File: config.mk
export PLATFORM = sky130hd
export DESIGN_NAME = load_store_unit
export DESIGN_NICKNAME = d
export VERILOG_FILES = /design/src/rtl/lsu_pkg.sv /design/src/rtl/load_store_unit_load_extend.sv /design/src/rtl/load_store_unit.sv
export SDC_FILE = /design/constraint.sdc
export NUM_CORES = 1
export LEC_CHECK = 0
export BUFFER_PORTS_ARGS = -buffer_cell sky130_fd_sc_hd__buf_2
export CAP_MARGIN = 10
export CORE_MARGIN = 2
export CORE_UTILIZATION = 30
export CTS_CLUSTER_DIAMETER = 120
export CTS_CLUSTER_SIZE = 24
export DETAILED_ROUTE_END_ITERATION = 7
export HOLD_SLACK_MARGIN = 0.06
export PLACE_DENSITY_LB_ADDON = 0.25
export SLEW_MARGIN = 25
export SYNTH_ARGS = -nofsm -noshare
export SYNTH_HDL_FRONTEND = slang
export SYNTH_SLANG_ARGS = --single-unit
File: constraint.sdc
create_clock -name clk -period 6.25 [get_ports clk]
set_clock_uncertainty 0.1 [all_clocks]
set_input_delay 1.25 -clock clk [delete_from_list [all_inputs] [get_ports clk]]
set_output_delay 1.25 -clock clk [all_outputs]
set_load 0.005 [all_outputs]
File: src/rtl/lsu_pkg.sv
// Shared constants for the load/store unit: RV32I funct3 codes, write widths, FSM encoding
// and small decode helpers.
package lsu_pkg;

  localparam logic [2:0] F3_B  = 3'b000;
  localparam logic [2:0] F3_H  = 3'b001;
  localparam logic [2:0] F3_W  = 3'b010;
  localparam logic [2:0] F3_BU = 3'b100;
  localparam logic [2:0] F3_HU = 3'b101;

  localparam logic [3:0] WIDTH_BYTE = 4'd1;
  localparam logic [3:0] WIDTH_HALF = 4'd2;
  localparam logic [3:0] WIDTH_WORD = 4'd4;

  localparam logic [1:0] ST_IDLE  = 2'd0;
  localparam logic [1:0] ST_EXEC  = 2'd1;
  localparam logic [1:0] ST_SPLIT = 2'd2;
  localparam logic [1:0] ST_RESP  = 2'd3;

  function automatic logic [3:0] f3_size(input logic [2:0] f3);
    case (f3[1:0])
      2'b00:   return WIDTH_BYTE;
      2'b01:   return WIDTH_HALF;
      default: return WIDTH_WORD;
    endcase
  endfunction

  function automatic logic f3_legal(input logic is_store, input logic [2:0] f3);
    if (is_store) return (f3 == F3_B) || (f3 == F3_H) || (f3 == F3_W);
    return (f3 == F3_B) || (f3 == F3_H) || (f3 == F3_W) || (f3 == F3_BU) || (f3 == F3_HU);
  endfunction

endpackage

File: src/rtl/load_store_unit_load_extend.sv
// Combinational load-data extension: picks the low 1/2/4 bytes of the raw read and
// sign- or zero-extends them according to the load funct3.
module load_extend
  import lsu_pkg::*;
(
  input  logic [31:0] raw,
  input  logic [2:0]  funct3,
  output logic [31:0] ext
);

  logic signed [7:0]  raw_b;
  logic signed [15:0] raw_h;

  assign raw_b = raw[7:0];
  assign raw_h = raw[15:0];

  always_comb begin
    ext = '0;
    case (funct3)
      F3_B:    ext = 32'(raw_b);
      F3_H:    ext = 32'(raw_h);
      F3_W:    ext = raw;
      F3_BU:   ext = {24'b0, raw[7:0]};
      F3_HU:   ext = {16'b0, raw[15:0]};
      default: ext = '0;
    endcase
  end

endmodule

File: src/rtl/load_store_unit.sv
// Single-outstanding load/store unit in front of the unified byte memory.
// Define LSU_MISALIGN_SPLIT_EN to split misaligned SH/SW into byte writes; otherwise they fault.
module load_store_unit
  import lsu_pkg::*;
#(
  parameter int MEM_DEPTH_IN_BYTE = 16384,
  parameter int ADDR_WIDTH        = 32
) (
  input  logic                  clk,
  input  logic                  rst,
  input  logic                  req_valid,
  output logic                  req_ready,
  input  logic                  req_is_store,
  input  logic [2:0]            req_funct3,
  input  logic [ADDR_WIDTH-1:0] req_addr,
  input  logic [31:0]           req_wdata,
  output logic                  resp_valid,
  output logic [31:0]           resp_data,
  output logic                  resp_err,
  output logic [ADDR_WIDTH-1:0] mem_addr_read,
  input  logic [31:0]           mem_read_data,
  output logic                  mem_write_en,
  output logic [3:0]            mem_write_width,
  output logic [ADDR_WIDTH-1:0] mem_addr_write,
  output logic [31:0]           mem_write_data
);

  localparam logic [ADDR_WIDTH:0] DEPTH_L = (ADDR_WIDTH+1)'(MEM_DEPTH_IN_BYTE);

  logic [1:0]            state;
  logic [ADDR_WIDTH-1:0] addr_q;
  logic [31:0]           wdata_q;
  logic [31:0]           data_q;
  logic [2:0]            funct3_q;
  logic                  store_q;
  logic                  err_q;
  logic [3:0]            size_q;
`ifdef LSU_MISALIGN_SPLIT_EN
  logic [1:0]            idx_q;
`endif

  logic [ADDR_WIDTH:0]   end_addr;
  logic                  misal;
  logic                  exec_err;
  logic [31:0]           ext_data;

  // One bit wider than the address so a wrapped access still trips the range check.
  assign end_addr = {1'b0, addr_q} + {{(ADDR_WIDTH-3){1'b0}}, size_q};
  assign misal    = ((size_q == WIDTH_HALF) && addr_q[0]) ||
                    ((size_q == WIDTH_WORD) && (addr_q[1:0] != 2'b00));

`ifdef LSU_MISALIGN_SPLIT_EN
  assign exec_err = !f3_legal(store_q, funct3_q) || (end_addr > DEPTH_L);
`else
  assign exec_err = !f3_legal(store_q, funct3_q) || (end_addr > DEPTH_L) || (store_q && misal);
`endif

  load_extend u_load_extend (
    .raw    (mem_read_data),
    .funct3 (funct3_q),
    .ext    (ext_data)
  );

  always_ff @(posedge clk or posedge rst) begin
    if (rst) begin
      state    <= ST_IDLE;
      addr_q   <= '0;
      wdata_q  <= '0;
      data_q   <= '0;
      funct3_q <= '0;
      store_q  <= 1'b0;
      err_q    <= 1'b0;
      size_q   <= '0;
`ifdef LSU_MISALIGN_SPLIT_EN
      idx_q    <= '0;
`endif
    end else begin
      case (state)
        ST_IDLE: begin
          if (req_valid) begin
            addr_q   <= req_addr;
            wdata_q  <= req_wdata;
            funct3_q <= req_funct3;
            store_q  <= req_is_store;
            size_q   <= f3_size(req_funct3);
            err_q    <= 1'b0;
            data_q   <= '0;
            state    <= ST_EXEC;
          end
        end
        ST_EXEC: begin
          err_q <= exec_err;
          if (!exec_err && !store_q) data_q <= ext_data;
          state <= ST_RESP;
`ifdef LSU_MISALIGN_SPLIT_EN
          if (!exec_err && store_q && misal) begin
            idx_q <= 2'd1;
            state <= ST_SPLIT;
          end
`endif
        end
`ifdef LSU_MISALIGN_SPLIT_EN
        ST_SPLIT: begin
          idx_q <= idx_q + 2'd1;
          if ({2'b00, idx_q} == size_q - 4'd1) state <= ST_RESP;
        end
`endif
        ST_RESP: state <= ST_IDLE;
        default: state <= ST_IDLE;
      endcase
    end
  end

  assign req_ready     = (state == ST_IDLE);
  assign resp_valid    = (state == ST_RESP);
  assign resp_data     = resp_valid ? data_q : 32'h0;
  assign resp_err      = resp_valid && err_q;
  assign mem_addr_read = addr_q;

  // Write port is driven only while a store is actually being performed.
  always_comb begin
    mem_write_en    = 1'b0;
    mem_write_width = '0;
    mem_addr_write  = '0;
    mem_write_data  = '0;
    case (state)
      ST_EXEC: begin
        if (store_q && !exec_err) begin
          mem_write_en   = 1'b1;
          mem_addr_write = addr_q;
          if (misal) begin
            mem_write_width = WIDTH_BYTE;
            mem_write_data  = {24'b0, wdata_q[7:0]};
          end else begin
            mem_write_width = size_q;
            mem_write_data  = wdata_q;
          end
        end
      end
`ifdef LSU_MISALIGN_SPLIT_EN
      ST_SPLIT: begin
        mem_write_en    = 1'b1;
        mem_write_width = WIDTH_BYTE;
        mem_addr_write  = addr_q + ADDR_WIDTH'(idx_q);
        mem_write_data  = {24'b0, wdata_q[{idx_q, 3'b000} +: 8]};
      end
`endif
      default: ;
    endcase
  end

endmodule

# --- Word-level counts from Yosys, hierarchy flattened ---
# Index checks and enable logic that the tools add are counted.
op_classes:
  add_sub_neg: 1
  magnitude_cmp: 1
  n_eq_ne: 11
  n_mux: 23
  reduce_logical: 24
ops:
  columns: ["operator", "n"]
  rows:
  - ["2-to-1 mux 32 bit", 8]
  - ["one-hot mux 32 bit (5 select lines)", 1]
  - ["one-hot mux 32 bit (2 select lines)", 1]
  - ["adder 32 x 4 -> 33 bit", 1]
  - ["> comparator 33 x 15 -> 1 bit (second input constant)", 1]
  - ["2-to-1 mux 4 bit", 3]
  - ["logical OR 1 bit", 7]
  - ["equality test 3 bit (second input constant)", 2]
  - ["logical AND 1 bit", 6]
  - ["2-to-1 mux 1 bit", 6]
  - ["one-hot mux 3 bit (2 select lines)", 1]
  - ["equality test 2 x 1 -> 1 bit (second input constant)", 2]
  - ["equality test 4 x 2 -> 1 bit (second input constant)", 1]
  - ["equality test 4 x 3 -> 1 bit (second input constant)", 1]
  - ["logical NOT 2 bit", 2]
  - ["inequality test 2 bit (second input constant)", 2]
  - ["one-hot mux 2 bit (2 select lines)", 1]
  - ["AND reduction 2 bit", 2]
  - ["nonzero test 2 bit", 2]
  - ["equality test 3 x 1 -> 1 bit (second input constant)", 1]
  - ["equality test 3 x 2 -> 1 bit (second input constant)", 1]
  - ["logical NOT 1 bit", 3]
  - ["logical NOT 3 bit", 1]
  - ["AND reduction 3 bit", 1]
  - ["other kinds (3)", 3]
totals:
  ff_bits: 107
  input_bits: 103
  out_inout_bits: 136
  elab_cells: 68

# --- Depth between registers and ports, before layout ---
logic_depth:
  word_depth: 13
  mapped_depth: 11

# --- Modules after synthesis ---
# A second synthesis with hierarchy kept.
unflattened:
  cells_unflattened: 777
  hier_area_um2: 6510.0
modules_own_cells:
  columns: ["mod", "instances", "cells_per_inst", "area_per_inst_um2"]
  rows:
  - ["load_store_unit", 1, 706, 5916.9]
  - ["load_extend", 1, 71, 593.1]

# --- Least setup slack after synthesis ---
# No wires, ideal clock.
synth_timing:
  path_type: "flip-flop to output port"
  from: "register addr_q[0], in the netlist mem_addr_read[0]"
  to: "output port mem_addr_write[0]"
  t_arrival_ns: 3.368
  required_ns: 4.900
  setup_slack_ns: 1.532
  path_stages_with_launch: 12
  path_cell_list: "dfrtp_1 ha_1 fa_1 xor2_1 or3_1 a2111oi_2 o221a_1 a31oi_1 or4_4 nor4b_4 clkbuf_2 and2_1"
synth_between:
  elab_chain_cells: 9
  elab_cells_between_ends: 13
  classes_between: "add/sub: 1; order compare: 1; mux: 2; reduce/logical: 9"
synth_rtl:
  columns: ["item", "line", "source"]
  rows:
  - ["from (decl)", "load_store_unit.sv:31", "logic [ADDR_WIDTH-1:0] addr_q;"]
  - ["from (signal assigned)", "load_store_unit.sv:81", "addr_q <= req_addr;"]
  - ["parallel branches: the longest is 7 deep, another holds adder 32 x 4 -> 33 bit", null, null]
  - ["2-to-1 mux 32 bit (*)", "load_store_unit.sv:128", "if (store_q && !exec_err) begin"]
  - ["2-to-1 mux 32 bit (*)", "load_store_unit.sv:126", "case (state)"]
  - ["to (decl)", "load_store_unit.sv:24", "output logic [ADDR_WIDTH-1:0] mem_addr_write,"]
# Every way passes the cells marked *.

# --- Final worst setup path ---
layout_timing:
  from: "register addr_q[0], in the netlist mem_addr_read[0]"
  to: "output port mem_write_data[9]"
layout_between:
  elab_chain_cells: 9
  elab_cells_between_ends: 14
  classes_between: "add/sub: 1; order compare: 1; mux: 3; reduce/logical: 9"
layout_rtl:
  columns: ["item", "line", "source"]
  rows:
  - ["parallel branches: the longest is 7 deep, another holds adder 32 x 4 -> 33 bit", null, null]
  - ["2-to-1 mux 32 bit (*)", "load_store_unit.sv:128", null]
  - ["2-to-1 mux 32 bit (*)", "load_store_unit.sv:126", null]
  - ["to (decl)", "load_store_unit.sv:25", "output logic [31:0] mem_write_data"]
# Marks and branches as above.

==> results.sh <==
export IMPL_synth_top_cell_by_area="dfrtp_1"
export IMPL_fp_dieW_um=147
export IMPL_ys_warn_count=0
export IMPL_leakagePower_uw=0.00413
export IMPL_holdCritPathClass="reg -> reg"
export IMPL_end_kind="primary output"
export IMPL_yosysTopAreaCellShare_pct=43.1
export IMPL_drive_above_1_share_pct=27.1
export IMPL_tns_ns=0
export IMPL_cts_resized=0
export IMPL_worstPathArrival_ns=4.22
export IMPL_rows=52
export IMPL_period_share_pct=89.1
export IMPL_cts_max_level=3
export IMPL_cts_root_buf="clkbuf_16"
export IMPL_drtPass1Iterations=4
export IMPL_ys_top_cells_by_area="dfrtp_1 (43%), nand2_1 (17%), and2_1 (6.0%)"
export IMPL_cts_setup_buffers=0
export IMPL_vias=5729
export IMPL_clkLatencyLatePin_ns=0.36
export IMPL_synth_common_cells="nand2_1 (277), dfrtp_1 (106), and2_1 (59)"
export IMPL_io_buffers=220
export IMPL_rsz0062_at_grt="no"
export IMPL_peakVddDrop_uv=174
export IMPL_worst_slew_pin_slew_ns=0.929
export IMPL_power_density_nw_per_um2=370
export IMPL_cts_sinks=106
export IMPL_dp_hpwl_um=12500
export IMPL_ctsHoldBuffers=0
export IMPL_drc_errors=0
export IMPL_syn_inst=758
export IMPL_grt_ovfl_total=0
export IMPL_setup_violations_final=0
export IMPL_cp_data_required_time_ns=4.90
export IMPL_grtUsageTotal_pct=16.6
export IMPL_dpl_worst_slack_ns=1.03
export IMPL_core_area_um2=20200
export IMPL_max_freq_mhz=180
export IMPL_grt_pass1_wl_um=28800
export IMPL_clkSlewWorstSetupHoldPaths_ns=0.08
export IMPL_synth_edf_count=0
export IMPL_place_gp_congestion=0.803
export IMPL_syn_avg_cell_area_um2=8.11
export IMPL_ys_flop_type="dfrtp_1"
export IMPL_hold_violations=0
export IMPL_die_h_um=147
export IMPL_start_util_pct=30.5
export IMPL_relSlewSlack_pct=38.0
export IMPL_slew_viol_final=0
export IMPL_ys_seq_area_share_pct=43.1
export IMPL_criticalPathCategory="reg -> out"
export IMPL_drtAntennaViolNets=0
export IMPL_start_kind="flip-flop"
export IMPL_cts_buffer_depth=2
export IMPL_die_area_um2=21700
export IMPL_finalNetCount=1049
export IMPL_finalWorstSetupSlack_ns=0.681
export IMPL_cap_violations=0
export IMPL_grt_antenna_before_repair=1
export IMPL_synthMostInstantiatedCell="nand2_1"
export IMPL_dr_first_iter_drc_count=266
export IMPL_ys_ff_latch=106
export IMPL_synth_area_um2=6150
export IMPL_crit_path_max_fanout=50
export IMPL_wire_per_inst_um=14.9
export IMPL_n_antenna_cell=0
export IMPL_fin_crit_ns=5.57
export IMPL_io_pins=239
export IMPL_cts_made_buffers=9
export IMPL_grt_pass1_vias=5374
export IMPL_routed_wl_um=18100
export IMPL_status="finished clean"
export IMPL_synthArstFlopShare_pct=100
export IMPL_tritoncts="built"
export IMPL_ys_types=55
export IMPL_grt_max_degree=72
export IMPL_routed_via_density=4.71
export IMPL_area_delta_synth_final_pct=24.2
## critical path, cell delays in order, from the launching register on
cell       delay (ns)
dfrtp_1          0.45
ha_1             0.25
fa_1             0.42
xor2_1           0.15
or3_1            0.35
a2111oi_2        0.29
o221a_1          0.23
a31oi_1          0.09
or4_4            0.60
nor4b_4          0.28
buf_4            0.41
and2_1           0.20
buf_2            0.11
## registers in the layout (all words and copies together), names as in the netlist
signal,count
store_q,1
data_q,32
funct3_q,3
wdata_q,32
state,2
err_q,1
size_q,3
mem_addr_read,32
## metal layers
metal / vias to the layer above / global-route usage [%] / share of wire, % / wire length, µm
li1: 2831 / - / - / -
met1: 2707 / 22.7 / 47 / 8450
met2: 170 / 26.1 / 45 / 8240
met3: 19 / 4.53 / 6.2 / 1130
met4: 2 / 4.62 / 1.7 / 301
met5: - / 0 / 0.088 / 16
## cell usage in the layout (no fill, tap or decap), types with 12 or more instances in the layout
cell,instances
mux2i_1,36
conb_1,18
nand2_1,276
nor2_1,14
buf_2,220
a21oi_1,12
o21ai_0,36
and2_1,58
dfrtp_1,104
and3_1,52
## stage by stage
stage | total power, µW | utilization (%) | cell area, µm² | hold WS, ns | std cells
CTS | 2870 | 37.8 | 7630 | 0.375 | 1217
finish | 2830 | 37.8 | 7630 | 0.367 | 1217
detailed placement | 2280 | 36.4 | 7350 | 0.354 | 1201
global route | 3080 | 37.8 | 7630 | 0.397 | 1217
floorplan | 1880 | - | 6210 | 0.337 | 775
global placement | 2280 | 36.4 | 7350 | 0.353 | 1201
## worst paths after layout
check / startpoint / to / slack, ns / cells past startpoint
worst max register to register: mem_addr_read[0] / data_q[22] / 2.27 / 11
worst min-delay path: wdata_q[22] / wdata_q[22] / 0.37 / 2
worst max-delay path: mem_addr_read[0] / mem_write_data[9] / 0.68 / 12
min in group asynchronous: rst / wdata_q[1] / 0.93 / 2
max in group asynchronous: rst / state[1] / 3.94 / 3
worst min register to register: wdata_q[22] / wdata_q[22] / 0.37 / 2
## area by class of cell
| type | count | area [µm²] |
|---|---|---|
| fillers | 2157 | 12500 |
| multi-input cells | 594 | 3180 |
| flip-flops and latches | 106 | 2660 |
| repair buffers | 227 | 1150 |
| well taps | 270 | 338 |
| clock buffers | 9 | 225 |
| clock inverters | 7 | 60.1 |
| inverters | 4 | 17.5 |
## cells by family after synthesis
kind of cell,count (synthesis),synth area share [%]
AO/OA/AOI/OAI,69,6.94
buffers and inverters,75,6.25
XOR/XNOR,10,1.42
adder cells (fa/ha/maj),4,0.936
other,1,0.0610
multiplexers,38,6.23
flip-flops,106,43.1
AND/OR/NAND/NOR,455,35.0
## power breakdown
part           switching, µW  total [µW]  internal (µW)  leakage [µW]
clock                    288         567            279      0.000136
combinational            577         984            406       0.00263
sequential               366        1280            911       0.00136
total                   1230        2830           1600       0.00413
No activity file was read; power rests on OpenSTA's default activity.
